`src/rtl/exc_ctrl_pkg.sv`:
```
// -----------------------------------------------------------------------------
// exc_ctrl_pkg
// Shared control encodings for the exception controller:
//   - FSM state encoding (IDLE / SAVE / REDIRECT / RETURN)
//   - ExcCode values (INT 0, Sys 1, Unimpl 2, Ovf 3)
//   - default NPC select codes for the handler vector and EPC
//   - nesting depth limit
//   - helper converting an ExcCode into the CP0 Signal one-hot
// -----------------------------------------------------------------------------
package exc_ctrl_pkg;

  typedef enum logic [1:0] {
    ST_IDLE     = 2'd0,
    ST_SAVE     = 2'd1,
    ST_REDIRECT = 2'd2,
    ST_RETURN   = 2'd3
  } exc_state_e;

  localparam logic [1:0] EXC_INT    = 2'd0;
  localparam logic [1:0] EXC_SYS    = 2'd1;
  localparam logic [1:0] EXC_UNIMPL = 2'd2;
  localparam logic [1:0] EXC_OVF    = 2'd3;

  localparam logic [2:0] HANDLER_SEL_DEFAULT = 3'd4;
  localparam logic [2:0] EPC_SEL_DEFAULT     = 3'd5;

  // Deepest nesting level that can be tracked.
  localparam logic [2:0] DEPTH_MAX = 3'd7;

  // ExcCode -> CP0 Signal bit: [0]INT [1]Sys [2]Unimpl [3]Ovf
  function automatic logic [3:0] exc_onehot(input logic [1:0] code);
    logic [3:0] oh;
    case (code)
      EXC_INT:    oh = 4'b0001;
      EXC_SYS:    oh = 4'b0010;
      EXC_UNIMPL: oh = 4'b0100;
      EXC_OVF:    oh = 4'b1000;
      default:    oh = 4'b0000;
    endcase
    return oh;
  endfunction

endpackage

```
`src/rtl/exc_prio_enc.sv`:
```
// -----------------------------------------------------------------------------
// exc_prio_enc
// Combinational priority encoder with interrupt masking.
// Priority: ovf > unimpl > sys > int > eret. Exactly one winner is reported.
// The interrupt only counts when enabled (Status[0]) and the nesting depth
// still has room; sys/unimpl/ovf are never masked.
// Ports:
//   int_req, sys_req, unimpl_req, ovf_req, eret_req : raw request levels
//   int_en      : Status[0] interrupt enable
//   depth       : current nesting depth
//   exc_valid   : an exception wins this sample
//   exc_code    : ExcCode of the winning exception (0 when none)
//   eret_win    : eret wins (no exception pending)
// -----------------------------------------------------------------------------
module exc_prio_enc
  import exc_ctrl_pkg::*;
(
  input  logic       int_req,
  input  logic       sys_req,
  input  logic       unimpl_req,
  input  logic       ovf_req,
  input  logic       eret_req,
  input  logic       int_en,
  input  logic [2:0] depth,
  output logic       exc_valid,
  output logic [1:0] exc_code,
  output logic       eret_win
);

  logic int_ok;

  // Interrupt qualification: enabled and not already at full nesting depth.
  always_comb begin
    if (int_req && int_en && (depth != DEPTH_MAX)) begin
      int_ok = 1'b1;
    end else begin
      int_ok = 1'b0;
    end
  end

  // Fixed-priority select; an exception always beats a simultaneous eret.
  always_comb begin
    exc_valid = 1'b0;
    exc_code  = EXC_INT;
    eret_win  = 1'b0;
    if (ovf_req) begin
      exc_valid = 1'b1;
      exc_code  = EXC_OVF;
    end else if (unimpl_req) begin
      exc_valid = 1'b1;
      exc_code  = EXC_UNIMPL;
    end else if (sys_req) begin
      exc_valid = 1'b1;
      exc_code  = EXC_SYS;
    end else if (int_ok) begin
      exc_valid = 1'b1;
      exc_code  = EXC_INT;
    end else if (eret_req) begin
      eret_win  = 1'b1;
    end else begin
      eret_win  = 1'b0;
    end
  end

endmodule

```
`src/rtl/exc_ctrl.sv`:
```
// -----------------------------------------------------------------------------
// exc_ctrl
// Exception / eret sequencer for a multi-cycle CPU with CP0.
// An accepted exception runs IDLE -> SAVE -> REDIRECT -> IDLE:
//   SAVE     : CP0 Signal one-hot, EPC write with latched PC, flush
//   REDIRECT : PC <- handler vector (pc_src = HANDLER_SEL), flush
// An accepted eret runs IDLE -> RETURN -> IDLE:
//   RETURN   : CP0 eret, PC <- EPC (pc_src = EPC_SEL), flush
// Requests are sampled only in IDLE with stall low. A nesting depth counter
// (0..7) tracks exception entry/return; over/underflow sets sticky nest_err.
// Every output is a flop loaded from the next-state decode, so nothing
// combinational reaches an output from the request inputs, and the async
// reset kills any strobe in the same cycle.
// Ports:
//   clk, rst (async, active-low)
//   int_req, sys_req, unimpl_req, ovf_req, eret_req, exc_pc, stall, status
//   cp0_signal, epc_wr, epc_in, eret_o, pc_src, pc_wr, flush, busy, depth,
//   nest_err
// -----------------------------------------------------------------------------
module exc_ctrl
  import exc_ctrl_pkg::*;
#(
  parameter logic [2:0] HANDLER_SEL = HANDLER_SEL_DEFAULT,
  parameter logic [2:0] EPC_SEL     = EPC_SEL_DEFAULT
) (
  input  logic        clk,
  input  logic        rst,
  input  logic        int_req,
  input  logic        sys_req,
  input  logic        unimpl_req,
  input  logic        ovf_req,
  input  logic        eret_req,
  input  logic [31:0] exc_pc,
  input  logic        stall,
  input  logic [31:0] status,
  output logic [3:0]  cp0_signal,
  output logic        epc_wr,
  output logic [31:0] epc_in,
  output logic        eret_o,
  output logic [2:0]  pc_src,
  output logic        pc_wr,
  output logic        flush,
  output logic        busy,
  output logic [2:0]  depth,
  output logic        nest_err
);

  // Only the interrupt-enable bit of Status matters here.
  logic status_unused;
  assign status_unused = ^status[31:1];

  // Priority encoder outputs
  logic       exc_valid;
  logic [1:0] exc_code;
  logic       eret_win;

  // State and latched context
  exc_state_e  state_q, state_d;
  logic [1:0]  code_q, code_d;
  logic [31:0] pc_q, pc_d;
  logic [2:0]  depth_q, depth_d;
  logic        nest_err_q, nest_err_d;

  // Registered output strobes
  logic [3:0]  cp0_signal_q, cp0_signal_d;
  logic        epc_wr_q, epc_wr_d;
  logic        eret_q, eret_d;
  logic [2:0]  pc_src_q, pc_src_d;
  logic        pc_wr_q, pc_wr_d;
  logic        flush_q, flush_d;
  logic        busy_q, busy_d;

  exc_prio_enc u_prio (
    .int_req    (int_req),
    .sys_req    (sys_req),
    .unimpl_req (unimpl_req),
    .ovf_req    (ovf_req),
    .eret_req   (eret_req),
    .int_en     (status[0]),
    .depth      (depth_q),
    .exc_valid  (exc_valid),
    .exc_code   (exc_code),
    .eret_win   (eret_win)
  );

  // Next-state, context latch and nesting-depth bookkeeping.
  // Depth moves on the transition into SAVE/RETURN so the new value is
  // already visible while the corresponding strobes are up.
  always_comb begin
    state_d    = state_q;
    code_d     = code_q;
    pc_d       = pc_q;
    depth_d    = depth_q;
    nest_err_d = nest_err_q;
    case (state_q)
      ST_IDLE: begin
        if (stall) begin
          state_d = ST_IDLE;
        end else if (exc_valid) begin
          state_d = ST_SAVE;
          code_d  = exc_code;
          pc_d    = exc_pc;
          if (depth_q == DEPTH_MAX) begin
            nest_err_d = 1'b1;
          end else begin
            depth_d = depth_q + 3'd1;
          end
        end else if (eret_win) begin
          state_d = ST_RETURN;
          if (depth_q == 3'd0) begin
            nest_err_d = 1'b1;
          end else begin
            depth_d = depth_q - 3'd1;
          end
        end else begin
          state_d = ST_IDLE;
        end
      end
      ST_SAVE:     state_d = ST_REDIRECT;
      ST_REDIRECT: state_d = ST_IDLE;
      ST_RETURN:   state_d = ST_IDLE;
      default:     state_d = ST_IDLE;
    endcase
  end

  // Output decode of the next state, loaded into the output flops.
  always_comb begin
    cp0_signal_d = 4'b0000;
    epc_wr_d     = 1'b0;
    eret_d       = 1'b0;
    pc_src_d     = 3'd0;
    pc_wr_d      = 1'b0;
    flush_d      = 1'b0;
    busy_d       = 1'b1;
    case (state_d)
      ST_IDLE: begin
        busy_d = 1'b0;
      end
      ST_SAVE: begin
        cp0_signal_d = exc_onehot(code_d);
        epc_wr_d     = 1'b1;
        flush_d      = 1'b1;
      end
      ST_REDIRECT: begin
        pc_src_d = HANDLER_SEL;
        pc_wr_d  = 1'b1;
        flush_d  = 1'b1;
      end
      ST_RETURN: begin
        eret_d   = 1'b1;
        pc_src_d = EPC_SEL;
        pc_wr_d  = 1'b1;
        flush_d  = 1'b1;
      end
      default: begin
        busy_d = 1'b0;
      end
    endcase
  end

  // State, context and output registers; reset aborts any sequence at once.
  always_ff @(posedge clk or negedge rst) begin
    if (!rst) begin
      state_q      <= ST_IDLE;
      code_q       <= 2'd0;
      pc_q         <= 32'd0;
      depth_q      <= 3'd0;
      nest_err_q   <= 1'b0;
      cp0_signal_q <= 4'b0000;
      epc_wr_q     <= 1'b0;
      eret_q       <= 1'b0;
      pc_src_q     <= 3'd0;
      pc_wr_q      <= 1'b0;
      flush_q      <= 1'b0;
      busy_q       <= 1'b0;
    end else begin
      state_q      <= state_d;
      code_q       <= code_d;
      pc_q         <= pc_d;
      depth_q      <= depth_d;
      nest_err_q   <= nest_err_d;
      cp0_signal_q <= cp0_signal_d;
      epc_wr_q     <= epc_wr_d;
      eret_q       <= eret_d;
      pc_src_q     <= pc_src_d;
      pc_wr_q      <= pc_wr_d;
      flush_q      <= flush_d;
      busy_q       <= busy_d;
    end
  end

  assign cp0_signal = cp0_signal_q;
  assign epc_wr     = epc_wr_q;
  assign epc_in     = pc_q;
  assign eret_o     = eret_q;
  assign pc_src     = pc_src_q;
  assign pc_wr      = pc_wr_q;
  assign flush      = flush_q;
  assign busy       = busy_q;
  assign depth      = depth_q;
  assign nest_err   = nest_err_q;

endmodule

```
`config.mk`:
```
export PLATFORM = sky130hd
export DESIGN_NAME = exc_ctrl
export DESIGN_NICKNAME = d
export VERILOG_FILES = /design/src/rtl/exc_ctrl_pkg.sv /design/src/rtl/exc_prio_enc.sv /design/src/rtl/exc_ctrl.sv
export SDC_FILE = /design/constraint.sdc
export NUM_CORES = 1
export LEC_CHECK = 0
export BUFFER_PORTS_ARGS = -buffer_cell sky130_fd_sc_hd__buf_2
export CAP_MARGIN = 20
export CORE_MARGIN = 3
export CORE_UTILIZATION = 39
export CTS_CLUSTER_DIAMETER = 200
export DETAILED_ROUTE_END_ITERATION = 12
export PLACE_DENSITY = 0.81
export SETUP_SLACK_MARGIN = 0.5
export SYNTH_ARGS = -nofsm -noshare
export SYNTH_HDL_FRONTEND = slang
export SYNTH_SLANG_ARGS = --single-unit
```
`constraint.sdc`:
```
create_clock -name clk -period 2 [get_ports clk]
set_input_delay 0.1 -clock clk [delete_from_list [all_inputs] [get_ports clk]]
set_output_delay 0.1 -clock clk [all_outputs]
set_load 0.02 [all_outputs]
```
### Yosys cells after proc, flatten, opt, wreduce, memory -nomap -nowiden

Index checks and enable logic that the tools add are counted.

* register bits: 52
* input bits: 72
* output and inout bits: 48
* word-level logic and storage cells: 79

* $add $sub $neg: 2
* eq/ne operators: 14
* mux-type cells: 36
* bitwise gates (word level): 1
* reductions and logical operators: 14

Operators by type and width (count)
* 2-to-1 mux 1 bit: 20
* 2-to-1 mux 2 bit: 8
* one-hot mux 4 bit (4 select lines): 1
* equality test 2 bit, second input constant: 6
* 2-to-1 mux 3 bit: 4
* AND reduction 5 bit: 2
* equality test 2 x 1 -> 1 bit, second input constant: 3
* logical NOT 2 bit: 3
* one-hot mux 2 bit (3 select lines): 1
* one-hot mux 3 bit (2 select lines): 1
* 2-to-1 mux 4 bit: 1
* inequality test 2 bit, second input constant: 2
* nonzero test 2 bit: 2
* OR reduction 2 bit: 2
* adder 3 x 1 -> 3 bit, second input constant: 1
* equality test 3 bit, second input constant: 1
* logical NOT 3 bit: 1
* inequality test 3 bit, second input constant: 1
* AND reduction 3 bit: 1
* OR reduction 3 bit: 1
* subtractor 3 x 1 -> 3 bit, second input constant: 1
* logical AND 1 bit: 2
* inequality test 2 x 1 -> 1 bit, second input constant: 1
* inverter 1 bit: 1

### Depth between registers and ports, before layout

Gate-level depths: netlist of the first run.

* depth after elaboration: 14
* depth in mapped cells: 9
* mapped depth without buffers: 8

### By module

A second synthesis of the first run with hierarchy kept.

* cell total of the unflattened synthesis: 206
* area, all modules: 1941.9 um^2

Modules (own cells, without submodules)
* exc_ctrl: instances 1, cells an instance 199, area each 1891.8 um^2, seq. area each 1151.1 um^2
* exc_prio_enc: instances 1, cells an instance 7, area each 50.0 um^2, seq. area each 0.0 um^2

### Least setup slack after synthesis of the first run

Ideal clock, no wire load.

* path type: reg-to-reg
* start point: register depth_q[2], in the netlist depth[2]
* end point: register depth_q[2], in the netlist depth[2]
* library setup time: 0.126 ns
* arrival time: 1.924 ns
* data required time: 1.874 ns
* path slack: -0.050 ns
* cell stages (with the launch flop): 9
* buffers on the path: 1
* clock period less this slack: 2.050 ns
* path through: dfrtp_1 -> and3_4 -> buf_6 -> o21a_4 -> inv_6 -> fa_1 -> o2111ai_1 -> o221ai_1 -> a311o_1

* word-level cells in the longest chain between the ends: 9
* elaborated cells on any way between the ends: 23
* those cells by class: 2 x add/sub; 4 x eq/ne; 13 x mux; 4 x reduce/logical

RTL lines
* from (decl): RTL line exc_ctrl.sv:61 `logic [2:0] depth_q, depth_d;`
* from (signal assigned): RTL line exc_ctrl.sv:180 `depth_q <= depth_d;`
* inequality test 3 bit: RTL line exc_prio_enc.sv:34 `if (int_req && int_en && (depth != DEPTH_MAX)) begin`
* logical AND 1 bit: RTL line exc_prio_enc.sv:34
* 2-to-1 mux 1 bit: RTL line exc_prio_enc.sv:34
* 2-to-1 mux 1 bit: RTL line exc_prio_enc.sv:55 `end else if (int_ok) begin`
* 2-to-1 mux 1 bit: RTL line exc_prio_enc.sv:52 `end else if (sys_req) begin`
* 2-to-1 mux 1 bit: RTL line exc_prio_enc.sv:49 `end else if (unimpl_req) begin`
* 2-to-1 mux 1 bit: RTL line exc_prio_enc.sv:46 `if (ovf_req) begin`
* inequality test 2 bit (no source line) / nonzero test 2 bit (equally long branches)
* AND reduction 5 bit (no source line)

Parallel ways exist; a longest one is shown, timed or not. The select of a mux whose other input is x is not followed.
A chain may end at the register's enable or synchronous reset.

### Worst setup path after layout of the first run

* start point: register depth_q[1], in the netlist depth[1]
* end point: register depth_q[2], in the netlist depth[2]

Same word-level chain as after synthesis.

==> impl_metrics.env, run 1 <==
export IMPL_grt_pass1_wl_mm=7.85
export IMPL_drcViolationCount=0
export IMPL_synth_nets=206
export IMPL_ys_warn_count=0
export IMPL_maxCapViolCount=0
export IMPL_synth_top_area_share=0.572
export IMPL_leakage_uw=0.00149
export IMPL_setup_viol=0
export IMPL_hold_viol=0
export IMPL_synth_enable_flop_cells=0
export IMPL_nets=320
export IMPL_track_usage=0.165
export IMPL_yosys_register_bits=46
export IMPL_start_util=0.415
export IMPL_synth_top_area_cell="dfrtp_1"
export IMPL_port_buffers=87
export IMPL_slew_headroom=0.587
export IMPL_synth_commonest_cells="dfrtp_1 (46), mux2_4 (26), mux2_2 (6), nand2_1 (5)"
export IMPL_grt_overflow=0
export IMPL_htree_levels=2
export IMPL_crit_path_start_kind="flip-flop"
export IMPL_yosys_most_used_dff="dfrtp_1"
export IMPL_place_ws_ns=0.128
export IMPL_die_w_um=77.8
export IMPL_grt_pass1_vias=1534
export IMPL_wl_per_cell_um=16.6
export IMPL_tns_ns=0
export IMPL_netlist_area_um2=2010
export IMPL_status="finished, final reports clean"
export IMPL_vdd_drop_max_v=0.000784
export IMPL_stdcell_count=314
export IMPL_cp_max_fo=3
export IMPL_layout_drive_gt1_share=0.692
export IMPL_crit_path_cell_trace="and3_4 > o21a_4 > clkinv_4 > fa_2 > a21boi_2 > o211ai_1 > o221ai_2 > a311o_1"
export IMPL_syn_avg_cell_area_um2=15.1
export IMPL_clk_path_buf_depth=2
export IMPL_cts_tree="yes"
export IMPL_fin_skew_ns=0.00741
export IMPL_vias=1478
export IMPL_slew_viol_final=0
export IMPL_utilization=0.604
export IMPL_pin_count=120
export IMPL_async_reset_ff_frac=1.00
export IMPL_max_clock_freq_mhz=530
export IMPL_worstMarginPinSlew_ns=0.619
export IMPL_cts_clk_slew_worst_paths_ns=0.09
export IMPL_routed_wl_mm=5.22
export IMPL_post_route_period_util=0.944
export IMPL_drt_pass1_iterations=5
export IMPL_cts_root_buf="clkbuf_8"
export IMPL_critical_path_required_ns=2.18
export IMPL_clock_latency_ns=0.29
export IMPL_detail_route_antenna_nets=0
export IMPL_rows=25
export IMPL_syn_instance_count=133
export IMPL_diodes=0
export IMPL_ys_seq_area_frac=0.572
export IMPL_die_area_um2=6060
export IMPL_antenna_found_initial=0
export IMPL_critical_path_slowest_cell="dfrtp_2"
export IMPL_critPathKind="reg2reg"
export IMPL_grt_max_degree=26
export IMPL_finalCriticalPeriod_ns=1.89
export IMPL_dp_hpwl_mm=3.14
export IMPL_core_um2=4850
export IMPL_place_congestion=0.857
export IMPL_die_height_um=77.8
export IMPL_synth_area_leaders="dfrtp_1 (57%), mux2_4 (19%), mux2_2 (3.4%), buf_6 (2.2%), buf_4 (1.5%)"
export IMPL_rsz0062_at_grt="true"
export IMPL_critical_path_max_stage_delay_ns=0.41
export IMPL_cts_sinks=46
export IMPL_area_growth_pct=45.5
export IMPL_hp_class="in2reg"
export IMPL_synth_distinct_cells=35
export IMPL_yosysMostFrequentCell="dfrtp_1"
export IMPL_worst_ep_arrival_time_ns=2.07
export IMPL_pwr_density_cell_nw_per_um2=1590
export IMPL_final_setup_worst_slack_ns=0.113
export IMPL_viasPerCell=4.71
export IMPL_timing_critical_path_to_type="flip-flop"
export IMPL_dpl_cell_count=282
export IMPL_cts_buffers=5
export IMPL_first_iter_violations=42
timing repair:
item | 4_1_cts | 5_1_grt
hold buffers | 2 | 0
endpoints found under the hold margin | 25 | 0
pin swaps | 5 | 15
gates resized for setup | 4 | 17
gates cloned | 3 | 4
buffers inserted | 8 | 8
setup endpoints to repair | 35 | 35
layer usage:
metal | up-vias | global-route usage | part of all wire
met3 | 2 | 0.0429 | 0.054
li1 | 692 | - | -
met5 | - | 0 | 0
met4 | 0 | 0.0267 | 0.0050
met2 | 50 | 0.291 | 0.53
met1 | 734 | 0.206 | 0.41
power breakdown:
part | switching, uW | internal [uW] | leakage [uW] | total (uW)
clock | 294 | 235 | 0.0000438 | 529
combinational | 1340 | 1190 | 0.000907 | 2530
sequential | 231 | 1360 | 0.000543 | 1590
total | 1860 | 2780 | 0.00149 | 4650
flip-flops by register name, indices dropped and copies added (netlist names):
name,flops
state_q,2
epc_wr,1
busy,1
depth,3
epc_in,32
pc_src,2
cp0_signal,4
nest_err,1
layout make-up:
class / instances / area (um^2)
clock inverter: 2 / 10.0
inverter: 5 / 23.8
fill: 381 / 1920
multi-input combinational: 79 / 928
clock buffer: 5 / 68.8
sequential: 46 / 1160
timing repair buffer: 110 / 656
tap: 67 / 83.8
final timing paths:
path | startpoint | endpoint | slack, ns | depth (start not counted)
min in group asynchronous | rst | cp0_signal[0] | 0.35 | 2
max in group asynchronous | rst | state_q[1] | 1.11 | 3
worst min-delay path | ovf_req | cp0_signal[2] | 0.01 | 2
worst min register to register | nest_err | nest_err | 0.48 | 1
worst max register to register | depth[1] | depth[2] | 0.11 | 8
worst max-delay path | depth[1] | depth[2] | 0.11 | 8
kinds of logic after synthesis:
group	count (synthesis)	share of synthesized area
buffers and inverters	14	0.0510
flip-flops	46	0.572
XOR/XNOR	1	0.00435
AND/OR/NAND/NOR	24	0.0759
adder cells (fa/ha/maj)	1	0.00995
other	1	0.00186
multiplexers	33	0.233
AO/OA/AOI/OAI	13	0.0522
critical path: cells and delay by family (launching register included):
| family | cells | cell delay (ns) |
|---|---|---|
| DFF | 1 | 0.41 |
| and+or+nand+nor | 1 | 0.19 |
| adders and majority gates | 1 | 0.23 |
| AOI/OAI and AO/OA | 5 | 0.90 |
| buffers and inverters | 1 | 0.05 |
placed cells by master, fill, tap and decap left out, types with 4 or more instances in the layout:
cell / netlist / layout
nand2_8: 1 / 7
dfrtp_2: 0 / 5
buf_4: 4 / 18
clkbuf_8: 0 / 5
nor3_1: 4 / 4
dfrtp_1: 46 / 41
buf_2: 0 / 87
mux2_4: 26 / 26
nand2_1: 5 / 5
nor2_1: 4 / 4
mux2_2: 6 / 6
inv_1: 4 / 4
stage by stage:
stage	hold WS (ns)	instance area, um^2	power (uW)
detailed placement	0.140	2500	3740
global placement	0.130	2500	3670
CTS	0.000158	2720	4460
finish	0.0124	2930	4650
global route	0.00742	2930	4920
floorplan	-0.196	2030	3150
(Power assumes the default switching activity.)
==> inputs of run 2 (changes only) <==
- PLACE_DENSITY: 0.81 -> 0.8
- clock period: 2 -> 1.6 ns (I/O delays scaled with it)
==> run 2 against run 1 <==
The flow now finishes with violations (setup timing). Sequential cell count stayed put. Sequential power is 25% higher. Global-route usage is 1.7 points higher. Die area stayed put. Critical endpoint unchanged. Largest power group unchanged.
==> impl_metrics.env, run 2 (same netlist as run 1, synthesis figures left out) <==
export IMPL_area_growth_pct=57.2
export IMPL_r2r_start="depth[1]"
export IMPL_tns_ns=-1.84
export IMPL_core_um2=4850
export IMPL_viasPerCell=4.74
export IMPL_critical_path_buf_inv_count=1
export IMPL_die_height_um=77.8
export IMPL_place_congestion=0.825
export IMPL_max_clock_freq_mhz=566
export IMPL_final_setup_worst_slack_ns=-0.167
export IMPL_grt_overflow=0
export IMPL_critical_path_slowest_cell="dfrtp_2"
export IMPL_diodes=0
export IMPL_wl_per_cell_um=16.1
export IMPL_final_common_cell="buf_2"
export IMPL_slew_viol_final=0
export IMPL_antenna_found_initial=0
export IMPL_largest_reg_flops=32
export IMPL_utilization=0.652
export IMPL_fin_skew_ns=0.00594
export IMPL_placed_cell_area_um2=2570
export IMPL_startpoint="depth[1]"
export IMPL_num_fill_cells=374
export IMPL_grt_pass1_vias=1666
export IMPL_cts_tree="yes"
export IMPL_cts_root_buf="clkbuf_8"
export IMPL_cts_sinks=46
export IMPL_worst_ep_arrival_time_ns=1.94
export IMPL_crit_path_cell_trace="and3_4 > o21a_4 > clkinv_4 > fa_2 > a21boi_2 > o211ai_1 > o221ai_2 > a311o_1"
export IMPL_violations="setup timing"
export IMPL_maxCapViolCount=0
export IMPL_drcViolationCount=0
export IMPL_first_iter_violations=46
export IMPL_cp_top_family="compound AO/OA/AOI/OAI gates"
export IMPL_rsz0062_at_grt="true"
export IMPL_cts_clk_slew_worst_paths_ns=0.08
export IMPL_setup_viol=34
export IMPL_routed_wl_mm=5.25
export IMPL_clk_path_buf_depth=2
export IMPL_dpl_cell_count=292
export IMPL_vias=1551
export IMPL_grt_pass1_wl_mm=8.53
export IMPL_drt_pass1_iterations=4
export IMPL_htree_levels=2
export IMPL_power_total_uw=6170
export IMPL_nets=332
export IMPL_stdcell_count=327
export IMPL_cp_max_fo=4
export IMPL_track_usage=0.182
export IMPL_critical_path_required_ns=1.78
export IMPL_grt_max_degree=25
export IMPL_status="finished, violations left"
export IMPL_start_util=0.415
export IMPL_vdd_drop_max_v=0.00107
export IMPL_timing_critical_path_to_type="flip-flop"
export IMPL_port_buffers=87
export IMPL_cts_buffers=5
export IMPL_layout_drive_gt1_share=0.712
export IMPL_crit_path_start_kind="flip-flop"
export IMPL_rows=25
export IMPL_clock_latency_ns=0.29
export IMPL_pwr_density_cell_nw_per_um2=1950
export IMPL_critical_path_max_stage_delay_ns=0.40
export IMPL_detail_route_antenna_nets=0
export IMPL_post_route_period_util=1.10
export IMPL_final_cell_mix="buf_2 (83), dfrtp_1 (42), mux2_4 (31)"
export IMPL_leakage_uw=0.00161
export IMPL_hp_class="in2reg"
export IMPL_hold_viol=0
export IMPL_finalCriticalPeriod_ns=1.77
export IMPL_critPathKind="reg2reg"
export IMPL_dp_hpwl_mm=3.32
export IMPL_die_w_um=77.8
export IMPL_die_area_um2=6060
export IMPL_pin_count=120
export IMPL_min_from="exc_pc[5]"
export IMPL_final_area_um2=3160
run 2: changes by cell type in the layout (fill, tap and decap cells not counted), moves of 2 or more:
cell | previous run | this run
mux2_2 | 6 | 1
dlygate4sd3_1 | 2 | 7
clkbuf_1 | 0 | 2
buf_8 | 0 | 2
buf_6 | 0 | 9
clkinv_2 | 2 | 0
mux2_4 | 26 | 31
nand2_1 | 5 | 3
buf_2 | 87 | 83
run 2: what timing repair did:
action / CTS / global route
resized for setup: 33 / 17
gates cloned: 5 / 0
endpoints found under the hold margin: 27 / 2
buffers inserted: 11 / 4
endpoints found under the setup margin: 46 / 72
hold buffers: 5 / 2
pin swaps: 9 / 3
run 2: metal layers:
metal  up-vias  routed length [um]  GRT usage  share of wire
met3         0                 286     0.0452          0.054
li1        717                   -          -              -
met5         -                   0          0              0
met4         0                   0     0.0285              0
met1       774                2150      0.230           0.41
met2        60                2810      0.319           0.54
run 2: path summary, 6_finish.rpt:
kind / endpoint / cells after the start / slack (ns)
setup / recovery: depth[2] / 8 / -0.17
hold / removal: epc_in[5] / 2 / 0.01
setup reg to reg: depth[2] / 8 / -0.17
hold reg to reg: nest_err / 1 / 0.48
max in group asynchronous: epc_in[13] / 3 / 0.72
min in group asynchronous: epc_in[17] / 2 / 0.25
run 2: through the flow:
stage | hold WS [ns] | worst slack (ns)
2_1_floorplan | -0.216 | -0.323
6_report | 0.0136 | -0.167
4_1_cts | 0.00177 | -0.162
3_5_place_dp | 0.102 | -0.224
5_1_grt | 0.000562 | -0.240
3_3_place_gp | 0.0854 | -0.143
run 2: where the power goes:
part	switching [uW]	total (uW)	internal, uW
Combinational	1710	3340	1640
Sequential	294	1990	1700
Clock	369	837	468
run 2: cell type report:
class | instances | area (um^2) | area share
well taps | 67 | 83.8 | 0.0265
inverters | 5 | 23.8 | 0.00752
clock inverters | 1 | 30.0 | 0.00950
clock buffers | 7 | 76.3 | 0.0241
repair buffers | 123 | 820 | 0.259
flip-flops and latches | 46 | 1160 | 0.366
multi-input cells | 78 | 972 | 0.307
